[config.mk]
export PLATFORM = sky130hd
export DESIGN_NAME = uart_rx
export DESIGN_NICKNAME = d
export VERILOG_FILES = /design/src/rtl/uart_rx.sv
export SDC_FILE = /design/constraint.sdc
export NUM_CORES = 1
export LEC_CHECK = 0
export BUFFER_PORTS_ARGS = -buffer_cell sky130_fd_sc_hd__buf_2
export CAP_MARGIN = 20
export CELL_PAD_IN_SITES_DETAIL_PLACEMENT = 1
export CELL_PAD_IN_SITES_GLOBAL_PLACEMENT = 1
export CORE_MARGIN = 4
export CORE_UTILIZATION = 39
export CTS_CLUSTER_SIZE = 30
export DETAILED_ROUTE_END_ITERATION = 10
export PLACE_DENSITY_LB_ADDON = 0.1
export SYNTH_ARGS = -nofsm -noshare
export SYNTH_HDL_FRONTEND = slang
export SYNTH_SLANG_ARGS = --single-unit
[constraint.sdc]
create_clock -name clk -period 1.55 [get_ports clk]
set_input_delay 0.31 -clock clk [delete_from_list [all_inputs] [get_ports clk]]
set_output_delay 0.31 -clock clk [all_outputs]
set_load 0.02 [all_outputs]
[src/rtl/uart_rx.sv]
// uart_rx: 8N1 UART receiver (8E1 with UART_RX_PARITY_EN); ports: clk, rst, rx in; data_out/data_valid out with data_ready in; frame_err, parity_err, overrun_err pulses; busy
module uart_rx #(
  parameter int CLK_FREQ = 1_000_000,
  parameter int BAUDRATE = 9600
) (
  input  logic       clk,
  input  logic       rst,
  input  logic       rx,
  output logic [7:0] data_out,
  output logic       data_valid,
  input  logic       data_ready,
  output logic       frame_err,
  output logic       parity_err,
  output logic       overrun_err,
  output logic       busy
);
  localparam int CLKS_PER_BIT = CLK_FREQ / BAUDRATE;
  localparam int HALF_BIT = CLKS_PER_BIT / 2;
  localparam int CW = $clog2(CLKS_PER_BIT + 1);
  typedef enum logic [2:0] {IDLE, START, DATA, PARITY, STOP, WAIT_IDLE} state_t;
  state_t state, state_n;
  logic rx_m, rx_s, tick, accept, perr;
  logic [CW-1:0] cnt;
  logic [2:0] bit_cnt;
  logic [7:0] sh;
`ifdef UART_RX_PARITY_EN
  logic par_bit;
  assign perr = ^{sh, par_bit};
`else
  assign perr = 1'b0;
  assign parity_err = 1'b0;
`endif
  assign busy = state != IDLE;
  assign tick = cnt == (state == START ? CW'(HALF_BIT - 1) : CW'(CLKS_PER_BIT - 1));
  assign accept = state == STOP && tick && rx_s && !perr;
  always_comb begin
    state_n = state;
    case (state)
      IDLE:      state_n = rx_s ? IDLE : START;
      START:     state_n = !tick ? START : rx_s ? IDLE : DATA;
`ifdef UART_RX_PARITY_EN
      DATA:      state_n = tick && bit_cnt == 3'd7 ? PARITY : DATA;
`else
      DATA:      state_n = tick && bit_cnt == 3'd7 ? STOP : DATA;
`endif
      PARITY:    state_n = tick ? STOP : PARITY;
      STOP:      state_n = !tick ? STOP : rx_s ? IDLE : WAIT_IDLE;
      WAIT_IDLE: state_n = rx_s ? IDLE : WAIT_IDLE;
      default:   state_n = IDLE;
    endcase
  end
  always_ff @(posedge clk) begin
    if (rst) begin
      rx_m        <= 1'b1;
      rx_s        <= 1'b1;
      state       <= IDLE;
      cnt         <= '0;
      bit_cnt     <= '0;
      sh          <= '0;
      data_out    <= '0;
      data_valid  <= 1'b0;
      frame_err   <= 1'b0;
      overrun_err <= 1'b0;
`ifdef UART_RX_PARITY_EN
      par_bit     <= 1'b0;
      parity_err  <= 1'b0;
`endif
    end else begin
      rx_m        <= rx;
      rx_s        <= rx_m;
      state       <= state_n;
      cnt         <= (state == IDLE || tick || state_n != state) ? '0 : cnt + 1'b1;
      bit_cnt     <= state == START ? 3'd0 : (state == DATA && tick) ? bit_cnt + 3'd1 : bit_cnt;
      sh          <= (state == DATA && tick) ? {rx_s, sh[7:1]} : sh;
      frame_err   <= state == STOP && tick && !rx_s;
      overrun_err <= accept && data_valid && !data_ready;
      data_valid  <= accept || (data_valid && !data_ready);
      data_out    <= (accept && !(data_valid && !data_ready)) ? sh : data_out;
`ifdef UART_RX_PARITY_EN
      par_bit     <= (state == PARITY && tick) ? rx_s : par_bit;
      parity_err  <= state == STOP && tick && rx_s && perr;
`endif
    end
  end
endmodule

## Word level (Yosys, flattened, before mapping)

Cells that the tools add are included.

- Reductions and logical operators: 19
- Eq/ne operators: 8
- $add $sub $neg: 2
- Muxes and demuxes: 9

Operator list:

| operator | number |
|---|---|
| 3-bit case mux with 6 select lines | 1 |
| 3-bit two-way mux | 4 |
| 3-bit == test, second input constant | 3 |
| 1-bit logical AND | 9 |
| 7-bit by 1-bit adder with 7-bit output, second input constant | 1 |
| 7-bit == test | 1 |
| 7-bit two-way mux | 1 |
| 3-bit by 2-bit == test with 1-bit output, second input constant | 2 |
| 2-bit two-way mux | 2 |
| 2-bit OR reduction | 2 |
| 3-bit by 1-bit adder with 3-bit output, second input constant | 1 |
| 3-bit by 1-bit == test with 1-bit output, second input constant | 1 |
| 1-bit logical NOT | 3 |
| 3-bit logical NOT | 1 |
| 1-bit logical OR | 3 |
| 3-bit inequality test | 1 |
| 3-bit nonzero test | 1 |
| 1-bit two-way mux | 1 |

- Output and inout bits: 13
- Input bits: 4
- Bits in registers: 34

## Logic depth before layout (Yosys ltp)

Gate-level depths: netlist of run 1.

- Depth after elaboration: 9
- Gate-level depth with buffers: 7

## Worst setup path after synthesis of run 1

No wires, ideal clock.

- Path kind: register to register
- From: register cnt[0]
- To: register cnt[2]
- Cell stages (with the launch flop): 7
- Arrival time: 1.504 ns
- Data required time: 1.418 ns
- Buffers on the path: 1
- Period minus slack after synthesis: 1.637 ns
- Path slack: -0.087 ns
- Path through: dfxtp_1 ha_1 and3b_1 clkbuf_1 nor2_1 o41ai_4 nor2_1

- Longest elaborated chain between the ends: 7

RTL lines:

| what | line | text |
|---|---|---|
| from (decl) | 23 | `logic [CW-1:0] cnt;` |
| from (signal assigned) | 72 | `cnt <= (state == IDLE \|\| tick \|\| state_n != state) ? '0 : cnt + 1'b1;` |
| 7-bit == test | 34 | `assign tick = cnt == (state == START ? CW'(HALF_BIT - 1) : CW'(CLKS_PER_BIT - 1));` |
| 1-bit logical AND | 44 | `DATA: state_n = tick && bit_cnt == 3'd7 ? STOP : DATA;` |
| 3-bit two-way mux | 44 |  |
| 3-bit case mux with 6 select lines | 38 | `case (state)` |
| 3-bit inequality test | 72 |  |
| 1-bit logical OR | 72 |  |
| 2-bit OR reduction (no source line) | n/a |  |

Parallel ways exist; a longest one is shown, timed or not.
A chain may end at the register's enable or synchronous reset.

## Worst setup path in the final report of run 1

- From: register state[2]
- To: output busy

- Longest elaborated chain between the ends: 1

RTL lines:

| what | line | text |
|---|---|---|
| from (decl) | 21 | `state_t state, state_n;` |
| from (signal assigned) | 71 | `state <= state_n;` |
| 3-bit nonzero test | 33 | `assign busy = state != IDLE;` |
| to (decl) | 15 | `output logic busy` |

Every way passes these cells.

==> results of run 1 <==
worst paths after layout:
check	from	to	slack, ns	cells after the start
worst min-delay path	rx	rx_m	0.22	2
worst max register to register	state[2]	data_out[2]	-0.07	7
worst max-delay path	state[2]	busy	-0.07	4
worst min register to register	rx_m	rx_s	0.41	1
placed cells by master (no fill, tap or decap), types with 6 or more instances in the layout:
cell | synthesis | routed
buf_6 | 3 | 9
nor2_1 | 23 | 23
buf_4 | 2 | 27
dfxtp_1 | 34 | 28
nand4_1 | 9 | 9
buf_2 | 2 | 14
mux2i_1 | 10 | 9
a21oi_1 | 11 | 9
o21ai_2 | 0 | 6
metrics by stage:
step / hold slack, ns / setup slack (ns) / setup TNS [ns] / std cells / power, mW
detailed placement: 0.400 / -0.0767 / -0.633 / 240 / 1.05
global placement: 0.394 / -0.0446 / -0.310 / 240 / 1.04
CTS: 0.203 / -0.0722 / -0.232 / 254 / 1.70
global route: 0.208 / -0.159 / -2.31 / 257 / 1.75
finish: 0.215 / -0.0670 / -0.452 / 257 / 1.68
floorplan: 0.389 / -0.00614 / -0.0245 / 164 / 0.992
per-layer routing:
layer	GRT usage	vias up	routed length [um]
met5	0	-	0
met4	0.0501	0	48
met3	0.0440	7	127
met2	0.301	21	2140
met1	0.197	671	1860
li1	-	665	-
final cells by class:
class | instances | area [um^2]
well taps | 48 | 60.1
fillers | 444 | 1670
inverters | 1 | 3.75
multi-input cells | 116 | 863
clock inverters | 2 | 13.8
clock buffers | 6 | 72.6
flip-flops and latches | 34 | 691
repair buffers | 50 | 374
cells in the mapped netlist, types with 2 or more instances:
| cell type | n | share of area |
|---|---|---|
| nor4_1 | 2 | 0.0081 |
| nor2_1 | 23 | 0.056 |
| or2_2 | 5 | 0.020 |
| nand4_1 | 9 | 0.036 |
| nand3_1 | 3 | 0.0097 |
| buf_4 | 2 | 0.0097 |
| xnor2_1 | 3 | 0.017 |
| nand2b_1 | 2 | 0.0081 |
| a21oi_1 | 11 | 0.035 |
| clkbuf_1 | 5 | 0.012 |
| nor3b_1 | 2 | 0.0097 |
| and3b_1 | 2 | 0.011 |
| xor2_1 | 3 | 0.017 |
| mux2i_1 | 10 | 0.065 |
| ha_1 | 3 | 0.024 |
| o21ai_0 | 10 | 0.032 |
| or3_1 | 2 | 0.0081 |
| buf_2 | 2 | 0.0065 |
| nor2b_1 | 3 | 0.012 |
| dfxtp_1 | 34 | 0.44 |
| nand2_1 | 5 | 0.012 |
| buf_6 | 3 | 0.022 |
worst max-delay path: stages, from the launching register on:
cell and delay [ns]:
dfxtp_2 0.32, buf_6 0.11, buf_6 0.12, or3_4 0.33
buf_6 0.14
power breakdown:
group          total [mW]  internal, mW  switching (mW)
registers           0.890         0.881         0.00915
clock network       0.636         0.316           0.320
logic               0.153        0.0764          0.0766
total                1.68          1.27           0.406
cells by family (layout without fill, tap and decap cells):
logic type,Yosys count,after routing
AO/OA/AOI/OAI,31,31
XOR/XNOR,6,6
adder cells (fa/ha/maj),3,3
buffers and inverters,14,59
flip-flops,34,34
multiplexers,12,12
other,1,1
AND/OR/NAND/NOR,63,63
registers in the layout, indices dropped and copies added (netlist names):
| name | flops |
|---|---|
| cnt | 7 |
| frame_err | 1 |
| overrun_err | 1 |
| state | 3 |
| rx_s | 1 |
| sh | 8 |
| bit_cnt | 3 |
| data_valid | 1 |
| rx_m | 1 |
| data_out | 8 |
repair_timing:
action	in CTS	in global routing
setup buffers	5	2
endpoints found under the setup margin	27	31
resized for setup	26	19
gates cloned	1	1
pin swaps	2	12
hold buffers	0	0
==> metrics.md, run 1 <==
| Metric | Value |
|---|---|
| Outcome | complete, but fails checks |
| Failing checks | negative setup slack |
| Clk buf depth | 2 |
| Final hold violation count | 0 |
| Cell count after synthesis | 164 |
| Compound-Gate Fraction of Synth Area | 0.136 |
| Leakage Power | 0.900 nW |
| Hold/Removal Path Class | in -> reg |
| Period utilisation layout | 1.04 |
| Area Growth Syn to Fin | 34.0% |
| Prevailing post-synth register cell | dfxtp_1 |
| Setup CP Type | reg -> out |
| Vias in the first global route | 1,395 |
| Final instance area | 2080 um^2 |
| Startpoint type of the worst setup path | flop |
| Required @ worst endpoint | 1.24 ns |
| Worst Setup End Kind | primary output |
| Layout cell share with drive strength beyond 1 | 0.435 |
| YS warnings | 0 |
| Core Footprint | 3740 um^2 |
| EDFF count, synth | 0 |
| Xor/xnor share of the synthesized area | 0.0339 |
| Synth unique cells | 42 |
| CTS tree | built |
| Die Ht | 71.1 um |
| RSZ-0062 raised after global routing | yes |
| Fin crit period | 1.62 ns |
| IO buf count | 15 |
| Syn Std Cell Area | 1550 um^2 |
| FMAX | 618 MHz |
| Drc violations | 0 |
| Syn nets | 171 |
| Seq/Total Area, Yosys | 0.439 |
| ANT cells | 0 |
| Data arrival, critical path | 1.31 ns |
| Largest family of logic cells by synthesized area | simple AND/OR/NAND/NOR gates |
| Vias | 1,364 |
| Antenna viol nets, final | 0 |
| Clock latency on the worst-skew pair | 0.29 ns |
| Max-cap violations | 0 |
| Die area | 5050 um^2 |
| Mux cell area share after synthesis | 0.0831 |
| Adder-cell share of the synthesized area | 0.0242 |
| Register bit count reported by yosys | 34 |
| Num rows | 22 |
| Ports | 17 |
| Final GP Congestion | 0.800 |
| Final setup vio count | 11 |
| Vias/cell | 5.31 |
| CTS H-tree depth | 2 |
| Initial antenna violation count | 0 |
| Placed instance area | 1800 um^2 |
| Reg clk slew, reported paths | 0.07 ns |
| Pwr/cell area | 808 nW/um^2 |
| CTS Buf Count | 5 |
| Largest vdd supply drop | 0.000537 V |
| Synth Area in Simple Gates | 0.227 |
| Detailed Routing Iterations Pass 1 | 4 |
| Setup WS post-layout | -0.0670 ns |
| Pin count of the biggest net entering global routing | 17 |
| First DRT Iteration DRCs | 76 |
| Clock sink count | 34 |
| WL final | 4170 um |
| Max-slew violations | 0 |
| Critical path peak fanout | 7 |
| All-Layer GR Usage | 0.168 |
| Grt ovf | 0 |
| DR WL/cell | 16.2 um |
| Initial Util | 0.414 |
| First-pass GRT wire length | 6620 um |
| Root buf cell | clkbuf_8 |
| Final Util | 0.555 |
| Asr flop ratio synth | 0 |
| Avg Cell Area, Syn | 9.46 um^2 |
| Die width | 71.1 um |
| Clock Skews | 0.00445 ns |
| HPWL Detailed | 2720 um |
| NumNets Final | 215 |
No activity file was read; power rests on OpenSTA's default activity.
==> run 2: changes to the inputs <==
--- a/config.mk
+++ b/config.mk
@@ -12,3 +12,3 @@
 export CORE_MARGIN = 4
-export CORE_UTILIZATION = 39
+export CORE_UTILIZATION = 41
 export CTS_CLUSTER_SIZE = 30
==> constraint.sdc (replaced) <==
create_clock -name clk -period 1.5 [get_ports clk]
set_input_delay 0.075 -clock clk [delete_from_list [all_inputs] [get_ports clk]]
set_output_delay 0.075 -clock clk [all_outputs]
set_load 0.02 [all_outputs]
==> run 2 against run 1 <==
  * The flow still finishes with violations (negative setup slack)
  * Global-route usage up 1.6 points
  * Final cell count rose by 3.5%
  * Register-to-register slack got worse by 0.03 ns
  * Wire length up 18%
  * Sequential cell count unchanged
  * Clock skew up 0.0019 ns
  * Sequential power is 2.9% higher
  * Critical path depth grew 3
  * Worst setup slack lost 0.035 ns
  * Count of clock-buffer cells in the layout unchanged
  * Core utilization increased by 6.2 points
  * Critical path type is now reg -> reg
  * Highest routed layer unchanged
==> metrics.md, run 2 (synthesis gave the netlist of run 1 again) <==
| Metric | Value |
|---|---|
| CTS Buf Count | 5 (unchanged) |
| Critical path peak fanout | 5 (was 7) |
| Int Pwr | 1.37 mW (was 1.27 mW) |
| Clock latency on the worst-skew pair | 0.29 ns (about the same) |
| Drc violations | 0 (unchanged) |
| Failing checks | negative setup slack (unchanged) |
| Register area | 696 um^2 (was 691 um^2) |
| Origin of the worst setup path | cnt[4] (was state[2]) |
| Fin crit period | 1.60 ns |
| Min-delay src | data_ready (was rx) |
| CTS tree | built (unchanged) |
| Clock Skews | 0.00638 ns (was 0.00445 ns) |
| Multi-input logic area | 932 um^2 (was 863 um^2) |
| Worst Setup End Kind | flop (was primary output) |
| Clock Power Share | 0.393 (was 0.379) |
| NumNets Final | 224 (was 215) |
| Root buf cell | clkbuf_8 (unchanged) |
| Max-cap violations | 0 (unchanged) |
| Layout cell share with drive strength beyond 1 | 0.509 (was 0.435) |
| Leakage Power | 0.983 nW (was 0.900 nW) |
| Switching share of power | 0.247 (was 0.242) |
| Core Footprint | 3660 um^2 (was 3740 um^2) |
| Num rows | 22 (unchanged) |
| First-pass GRT wire length | 7110 um (was 6620 um) |
| Reg clk slew, reported paths | 0.08 ns (was 0.07 ns) |
| Net Sw Power | 0.449 mW (was 0.406 mW) |
| Placed instance area | 1850 um^2 (was 1800 um^2) |
| RSZ-0062 raised after global routing | yes (unchanged) |
| Initial Util | 0.424 (was 0.414) |
| Hold/Removal Path Class | in -> reg (unchanged) |
| Final instance area | 2260 um^2 (was 2080 um^2) |
| Startpoint type of the worst setup path | flop (unchanged) |
| Hold EP | overrun_err (was rx_m) |
| FMAX | 624 MHz |
| ANT cells | 0 (unchanged) |
| IO buf count | 15 (unchanged) |
| All-Layer GR Usage | 0.184 (was 0.168) |
| Vias in the first global route | 1,487 (was 1,395) |
| Grt ovf | 0 (unchanged) |
| Period utilisation layout | 1.07 |
| Hold path cells | 3 (was 2) |
| DR WL/cell | 18.6 um (was 16.2 um) |
| Vias | 1,421 (was 1,364) |
| Required @ worst endpoint | 1.66 ns (was 1.24 ns) |
| Reg-to-reg setup timing slack | -0.10 ns (was -0.07 ns) |
| Die width | 69.5 um (was 71.1 um) |
| Setup CP Type | reg -> reg (was reg -> out) |
| Comb pwr share | 0.104 (was 0.091) |
| Biggest regs | data_out (8), sh (8), cnt (7) (unchanged) |
| WL final | 4940 um (was 4170 um) |
| DP Worst Slack | -0.128 ns (was -0.0767 ns) |
| Final hold violation count | 0 (unchanged) |
| Non-filler cells, final | 266 (was 257) |
| CTS H-tree depth | 2 (unchanged) |
| Most common cell after layout, fill and taps aside | buf_4 (was dfxtp_1) |
| Final GP Congestion | 0.821 (was 0.800) |
| Pin count of the biggest net entering global routing | 17 (unchanged) |
| Clk buf depth | 2 (unchanged) |
| Sequential share of power | 0.504 (was 0.530) |
| Final Util | 0.617 (was 0.555) |
| Final setup vio count | 30 (was 11) |
| Setup WS post-layout | -0.102 ns (was -0.0670 ns) |
| Antenna viol nets, final | 0 (unchanged) |
| Commonest non-fill, non-tap cells in the layout | 29 x buf_4, 26 x dfxtp_1, 17 x nor2_1 (was 28 x dfxtp_1, 27 x buf_4, 23 x nor2_1) |
| Outcome | complete, but fails checks (unchanged) |
| HPWL Detailed | 2930 um (was 2720 um) |
| Die area | 4830 um^2 (was 5050 um^2) |
| Clock sink count | 34 (unchanged) |
| Worst R2R Start | cnt[4] (was state[2]) |
| First DRT Iteration DRCs | 86 (was 76) |
| Initial antenna violation count | 0 (unchanged) |
| Max-slew violations | 0 (unchanged) |
| Vias/cell | 5.34 (was 5.31) |
| Pwr/cell area | 805 nW/um^2 (was 808 nW/um^2) |
| Detailed Routing Iterations Pass 1 | 4 (unchanged) |
| Fillcell total | 414 (was 444) |
| Placed cells | 244 (was 240) |
| Ports | 17 (unchanged) |
| Hold slack | 0.150 ns (was 0.215 ns) |
| Area Growth Syn to Fin | 45.6% (was 34.0%) |
| R2R cell count | 7 (unchanged) |
| Largest vdd supply drop | 0.000667 V (was 0.000537 V) |
| Die Ht | 69.5 um (was 71.1 um) |
| Data arrival, critical path | 1.76 ns (was 1.31 ns) |
| Worst r2r dst | sh[0] (was data_out[2]) |
-- run 2: power by group through the flow --
stage	logic [mW]	clock network, mW	registers [mW]
after global routing	0.200	0.777	0.916
after CTS	0.163	0.722	0.917
final	0.188	0.714	0.916
after global placement	0.137	0	0.937
after detailed placement	0.142	0	0.937
after floorplan	0.0897	0	0.937
-- run 2: stage by stage --
step | total power, mW | setup TNS, ns
after floorplan | 1.03 | 0
after global routing | 1.89 | -2.18
after CTS | 1.80 | -0.111
final | 1.82 | -0.930
after global placement | 1.07 | -0.633
after detailed placement | 1.08 | -1.54
-- run 2: critical path: stages (launching register included) --
cell and delay [ns]:
dfxtp_2 0.37, and3b_2 0.25, buf_4 0.16, nand4_1 0.11, buf_6 0.14, clkbuf_16 0.14
mux2i_1 0.22, nor2_1 0.08
-- run 2: worst max path at each step --
stage / cells after the start / slack (ns) / endpoint
CTS: 6 / -0.05 / data_out[4]
finish: 7 / -0.10 / sh[0]
global placement: 6 / -0.07 / data_out[5]
global route: 5 / -0.15 / state[2]
detailed placement: 6 / -0.13 / data_out[2]
floorplan: 6 / 0.003 / cnt[0]
-- run 2: what timing repair did --
action                                 in CTS  in global routing
setup endpoints to repair                  32                 31
hold buffers                                1                  0
endpoints found under the hold margin       1                  0
setup buffers                               7                  4
cloned                                      1                  1
pin swaps                                   6                 13
gates resized for setup                    33                 24
-- run 2: layout make-up --
class | instances | share of cell area
Sequential cell | 34 | 0.308
Tap cell | 48 | 0.0266
Multi-Input combinational cell | 117 | 0.413
Inverter | 1 | 0.00166
Timing Repair Buffer | 58 | 0.209
Clock inverter | 2 | 0.00554
Clock buffer | 6 | 0.0366
-- run 2: per-layer routing --
layer	routed length (um)	track usage	vias up
li1	-	-	681
met1	2220	0.226	714
met2	2550	0.317	22
met3	133	0.0391	4
met4	37	0.0651	0
met5	0	0	-
